File: src/rtl/fb_pkg.sv
// fb_pkg: framebuffer geometry, pixel and address types, and blitter states.
package fb_pkg;
  localparam int FB_W = 240;
  localparam int FB_H = 160;
  localparam int FB_ADDR_W = 19;
  localparam int PIX_W = 24;
  typedef logic [PIX_W-1:0] pixel_t;
  typedef logic [FB_ADDR_W-1:0] fb_addr_t;
  localparam pixel_t KEY_COLOR = 24'hFF00FF;
  typedef enum logic [1:0] {IDLE, RUN, DRAIN, DONE} blit_state_t;
endpackage

File: src/rtl/fb_addr_calc.sv
// fb_addr_calc: row-major framebuffer address and on-screen flag for a pixel coordinate.
module fb_addr_calc
  import fb_pkg::*;
(
  input  logic [10:0] dx,
  input  logic [10:0] dy,
  output fb_addr_t    addr,
  output logic        on_screen
);
  assign addr = fb_addr_t'(dy) * fb_addr_t'(FB_W) + fb_addr_t'(dx);
  assign on_screen = dx < 11'(FB_W) && dy < 11'(FB_H);
endmodule

File: src/rtl/fb_sprite_blitter.sv
// fb_sprite_blitter: copies one sprite frame from character RAM into the framebuffer, skipping key-colour and off-screen pixels.
// Defining FB_BLIT_HFLIP_EN adds the hflip input for horizontally mirrored copies.
module fb_sprite_blitter
  import fb_pkg::*;
#(
  parameter int SPR_W = 16,
  parameter int SPR_H = 16
) (
  input  logic       Clk,
  input  logic       Reset_n,
  input  logic       start,
  input  logic [9:0] posX,
  input  logic [9:0] posY,
  input  logic [1:0] playerDir,
`ifdef FB_BLIT_HFLIP_EN
  input  logic       hflip,
`endif
  output logic       busy,
  output logic       done,
  output fb_addr_t   Charread_address,
  input  pixel_t     Chardata_Out,
  output fb_addr_t   FBwrite_address,
  output pixel_t     FBdata_In,
  output logic       FBwe
);
  localparam int XW = $clog2(SPR_W);
  localparam int YW = $clog2(SPR_H);
  blit_state_t state, next;
  logic [XW-1:0] sx, col;
  logic [YW-1:0] sy;
  logic [9:0] px, py;
  logic [1:0] dir;
  logic wv, on_screen, last, x_wrap;
  logic [10:0] wdx, wdy;
  fb_addr_t waddr, hold_addr;
  pixel_t hold_data;
  assign x_wrap = sx == XW'(SPR_W-1);
  assign last = x_wrap && sy == YW'(SPR_H-1);
  always_ff @(posedge Clk or negedge Reset_n)
    if (!Reset_n) state <= IDLE;
    else state <= next;
  always_comb begin
    next = state;
    next = state == IDLE  ? (start ? RUN : IDLE) :
           state == RUN   ? (last ? DRAIN : RUN) :
           state == DRAIN ? DONE : IDLE;
  end
  always_ff @(posedge Clk or negedge Reset_n)
    if (!Reset_n) begin
      sx <= '0;
      sy <= '0;
      px <= '0;
      py <= '0;
      dir <= '0;
      wv <= 1'b0;
      wdx <= '0;
      wdy <= '0;
      hold_addr <= '0;
      hold_data <= '0;
    end else begin
      if (state == IDLE && start) begin
        sx <= '0;
        sy <= '0;
        px <= posX;
        py <= posY;
        dir <= playerDir;
      end else if (state == RUN) begin
        sx <= x_wrap ? '0 : sx + 1'b1;
        if (x_wrap) sy <= sy + 1'b1;
      end
      wv <= state == RUN;
      wdx <= {1'b0, px} + 11'(sx);
      wdy <= {1'b0, py} + 11'(sy);
      if (FBwe) begin
        hold_addr <= waddr;
        hold_data <= Chardata_Out;
      end
    end
`ifdef FB_BLIT_HFLIP_EN
  logic hf;
  always_ff @(posedge Clk or negedge Reset_n)
    if (!Reset_n) hf <= 1'b0;
    else if (state == IDLE && start) hf <= hflip;
  assign col = hf ? XW'(SPR_W-1) - sx : sx;
`else
  assign col = sx;
`endif
  fb_addr_calc u_addr (.dx(wdx), .dy(wdy), .addr(waddr), .on_screen(on_screen));
  assign Charread_address = state == RUN ? fb_addr_t'(dir) * fb_addr_t'(SPR_W*SPR_H) +
                            fb_addr_t'(sy) * fb_addr_t'(SPR_W) + fb_addr_t'(col) : '0;
  assign busy = state != IDLE;
  assign done = state == DONE;
  // Outputs hold the last written pixel when idle so the write port never toggles needlessly.
  assign FBwe = wv && on_screen && Chardata_Out != KEY_COLOR;
  assign FBwrite_address = FBwe ? waddr : hold_addr;
  assign FBdata_In = FBwe ? Chardata_Out : hold_data;
endmodule
File: config.mk
export PLATFORM = sky130hd
export DESIGN_NAME = fb_sprite_blitter
export DESIGN_NICKNAME = d
export VERILOG_FILES = /design/src/rtl/fb_pkg.sv /design/src/rtl/fb_addr_calc.sv /design/src/rtl/fb_sprite_blitter.sv
export SDC_FILE = /design/constraint.sdc
export NUM_CORES = 1
export LEC_CHECK = 0
export CAP_MARGIN = 10
export CORE_ASPECT_RATIO = 1.25
export CORE_MARGIN = 1.5
export CORE_UTILIZATION = 30
export DETAILED_ROUTE_END_ITERATION = 8
export DONT_BUFFER_PORTS = 1
export HOLD_SLACK_MARGIN = 0.12
export PLACE_DENSITY = 0.52
export SLEW_MARGIN = 20
export SYNTH_ARGS = -nofsm -noshare
export SYNTH_HDL_FRONTEND = slang
export SYNTH_HIERARCHICAL = 1
export SYNTH_SLANG_ARGS = --single-unit
File: constraint.sdc
create_clock -name Clk -period 10.7 [get_ports Clk]
set_input_delay 3.21 -clock Clk [delete_from_list [all_inputs] [get_ports Clk]]
set_output_delay 3.21 -clock Clk [all_outputs]
set_load 0.02 [all_outputs]
==> summary.md <==
| Metric | Value |
|---|---|
| Worst-margin pin slew | 961.3 ps |
| CP Class | in -> out |
| Largest delay share family, worst path | simple AND/OR/NAND/NOR gates |
| TritonCTS clock tree | done |
| Max H-tree Level | 3 |
| Crit path cell chain | or4b_1, nor4_4, a31oi_4, buf_4, o21ai_0 |
| CTS buffer count | 9 |
| Area Growth Syn to Fin | 8.376% |
| Dpl hpwl | approximately 9 mm |
| Largest net degree at the start of global routing | 99 |
| Syn Std Cell Area | 6050 um2 |
| RSZ-0062 raised after global routing | no |
| Grt ovf | 0 |
| # hold bufs at CTS | 0 |
| Placement Rows | 57 |
| Vias in the first global route | about 4000 |
| Initial DRC count | 79 |
| Initial Util | 30.85% |
| Antenna Nets Post-Route | 0 |
| Pins Over Slew Limit | 0 |
| Ys flop type | dfrtp_1 |
| Wirelength, routed | roughly 12 mm |
| Crit-path max FO | 44 |
| Gr usage total | 11.92% |
| Fmax | 116.9 MHz |
| Critical Path Max Stage Delay | 710 ps |
| Post-CTS sizing | 0 |
| Warnings from Yosys | 6 |
| Final worst slack | 2147 ps |
| Slowest cell on the critical path | o21ai_0 |
| ANT cells | 0 |
| Slew headroom | 35.91% |
| Die area | 21030 um2 |
| Number of port buffers | 0 |
| Fillers | around 2000 |
| Skew final | ~7.4 ps |
| Final setup violation count | 0 |
| Reg clk slew, reported paths | 60 ps |
| Wire per inst | 14.22 um |
| CP arrival | about 5300 ps |
| CTS Sinks | 98 |
| Vias | 3775 |
| Post-DP Area | 6235 um2 |
| Setup tns final | 0 ps |
| FF+latch area | around 2500 um2 |
| Number of post-CTS setup repair buffers | 0 |
| Syn_area_per_cell | 10.69 um2 |
| IO Pins | roughly 110 |
| Synth Instances | ~570 |
| Placeable core area | about 20000 um2 |
| Final Hold Fails | 0 |
| CP Buf/Inv Count | 1 |
| Routability cong. | 0.7591 |
| EDFF count, synth | 0 |
| Synth unique cells | 57 |
| Multi-input gate area | 3256 um2 |
| CP endpoint kind | primary output |
| Die X | between 100 and 150 um |
| Finished Layout Cells | 830 |
| Worst hold path class | reg -> reg |
| Clk buf depth | 2 |
| Nets@finish | 669 |
| MaxCap Viol Count | 0 |
| Status | complete, no violations |
| Clock Latency Late Sink | 350 ps |
| Setup Slack @ Placement | roughly 2100 ps |
| Drt drc | 0 |
| First-pass GRT wire length | ~20 mm |
| Vias per inst | 4.548 |
| 1st-pass router iterations | 4 |
| Final Critical Period | between 8000 and 9000 ps |
| Final Cycle Share | 79.93% |
| Async S/R FF share, synth | 100.0% |
| Root Driver | clkbuf_16 |
| Startpoint types | input pin |
| Initial antenna violation count | 0 |
| Synth Register Bits | 98 |
| Req. time, crit path | 7490 ps |
| Post-synthesis sequential area ratio | 40.54% |
| Die H | 161.8 um |
| Dpl cells | 814 |
| Share of cells above drive strength 1 | 11.68% |
| Design Area, Final | 6556 um2 |
==> state kept, by name, summed over array words and instances, names as in the netlist, named ones only <==
name / cells
col: 4
wdx: 11
py: 10
hold_data: 24
state: 1
dir: 2
wv: 1
px: 10
hold_addr: 19
sy: 4
wdy: 11
==> cell usage after synthesis, types with 2 or more instances <==
library cell / n / area, um2
a21o_1: 4 / 30.03
a21oi_1: 19 / 95.09
a31oi_1: 2 / 12.51
and2_1: 14 / 87.58
and3_1: 7 / 43.79
and4_1: 2 / 17.52
buf_4: 13 / 97.59
buf_6: 5 / 56.30
clkbuf_1: 8 / 30.03
dfrtp_1: 98 / 2452
fa_1: 22 / 440.4
ha_1: 38 / 475.5
inv_1: 50 / 187.7
mux2_2: 4 / 45.04
mux2_4: 35 / 525.5
mux2i_1: 2 / 20.02
nand2_1: 88 / 330.3
nand2b_1: 9 / 56.30
nand3_1: 16 / 80.08
nand4_1: 6 / 37.54
nand4b_1: 3 / 26.28
nor2_1: 17 / 63.81
nor2b_1: 3 / 18.77
nor3_1: 5 / 25.02
o211ai_1: 4 / 30.03
o211ai_2: 2 / 25.02
o21ai_0: 18 / 90.09
o21bai_1: 3 / 22.52
o31ai_1: 5 / 37.54
or3_2: 2 / 15.01
xnor2_1: 25 / 219.0
xor2_1: 12 / 105.1
==> stage by stage <==
stage	util (%)	hold WS, ps
2_1_floorplan	-	437.4
3_3_place_gp	31.79	453.0
3_5_place_dp	31.79	458.5
4_1_cts	33.43	476.8
5_1_grt	33.43	509.5
6_report	33.43	475.4
==> layout make-up <==
| type | instances | share of cell area [%] |
|---|---|---|
| clock buffers | 12 | 3.760 |
| clock inverters | 4 | 1.145 |
| inverters | 50 | 2.863 |
| multi-input cells | 400 | 49.66 |
| flip-flops and latches | 98 | 37.40 |
| well taps | 265 | 5.057 |
| repair buffers | 1 | 0.1145 |
==> per-layer routing <==
layer	up-vias	global-route usage [%]	wire length, um
li1	1852	-	-
met1	1806	15.26	5373
met2	102	19.24	5622
met3	15	2.964	577
met4	0	4.646	232
met5	-	0	0
==> worst paths after layout <==
| kind | from | to | slack, ps | cells after the start |
|---|---|---|---|---|
| hold / removal | dir[1] | dir[1] | 480 | 2 |
| setup reg to reg | wdy[0] | hold_addr[18] | 6460 | 16 |
| hold reg to reg | dir[1] | dir[1] | 480 | 2 |
| setup / recovery | Chardata_Out[13] | FBdata_In[11] | 2150 | 5 |
| min in group asynchronous | Reset_n | col[1] | 2560 | 0 |
| max in group asynchronous | Reset_n | hold_addr[18] | 7980 | 0 |
==> logic make-up (layout without fill, tap and decap cells) <==
kind of cell	Yosys count	after routing	share of synthesized area, %
buffers and inverters	76	67	6.143
DFF	98	98	40.54
other	1	9	0.06199
AOI/OAI and AO/OA	68	68	7.405
xor gates and xnor gates	37	37	5.357
and+or+nand+nor	185	185	15.59
adders and majority gates	60	60	15.14
muxes	41	41	9.762
==> worst reg2reg max path: cells and delay by family, from the launching register on <==
family	cells	cell delay, ps
AOI/OAI and AO/OA	1	70
xor gates and xnor gates	2	320
buffers and inverters	1	60
DFF	1	440
and+or+nand+nor	7	1030
adders and majority gates	4	1810
muxes	1	350
==> cells in the final DEF (no fill, tap or decap), types with 2 or more instances in the layout <==
master	count
o21ai_0	18
and3_1	7
nand2b_1	9
nor2_1	17
and2_1	14
o211ai_1	4
mux2_2	4
nand4b_1	3
o31ai_1	5
a31oi_1	2
and4_1	2
nand3_1	16
clkinvlp_4	2
a21o_1	4
clkbuf_16	9
a21oi_1	19
xor2_1	12
bufinv_16	2
nand2_1	88
inv_1	50
mux2_4	35
mux2i_1	2
dfrtp_1	98
o21bai_1	3
clkbuf_1	2
xnor2_1	25
or3_2	2
conb_1	9
fa_1	22
o211ai_2	2
nor3_1	5
ha_1	38
nor2b_1	3
nand4_1	6
Power is left out: the tool's default activity adds up to more than one toggle a clock period on the data nets, which glitch-free logic cannot reach.
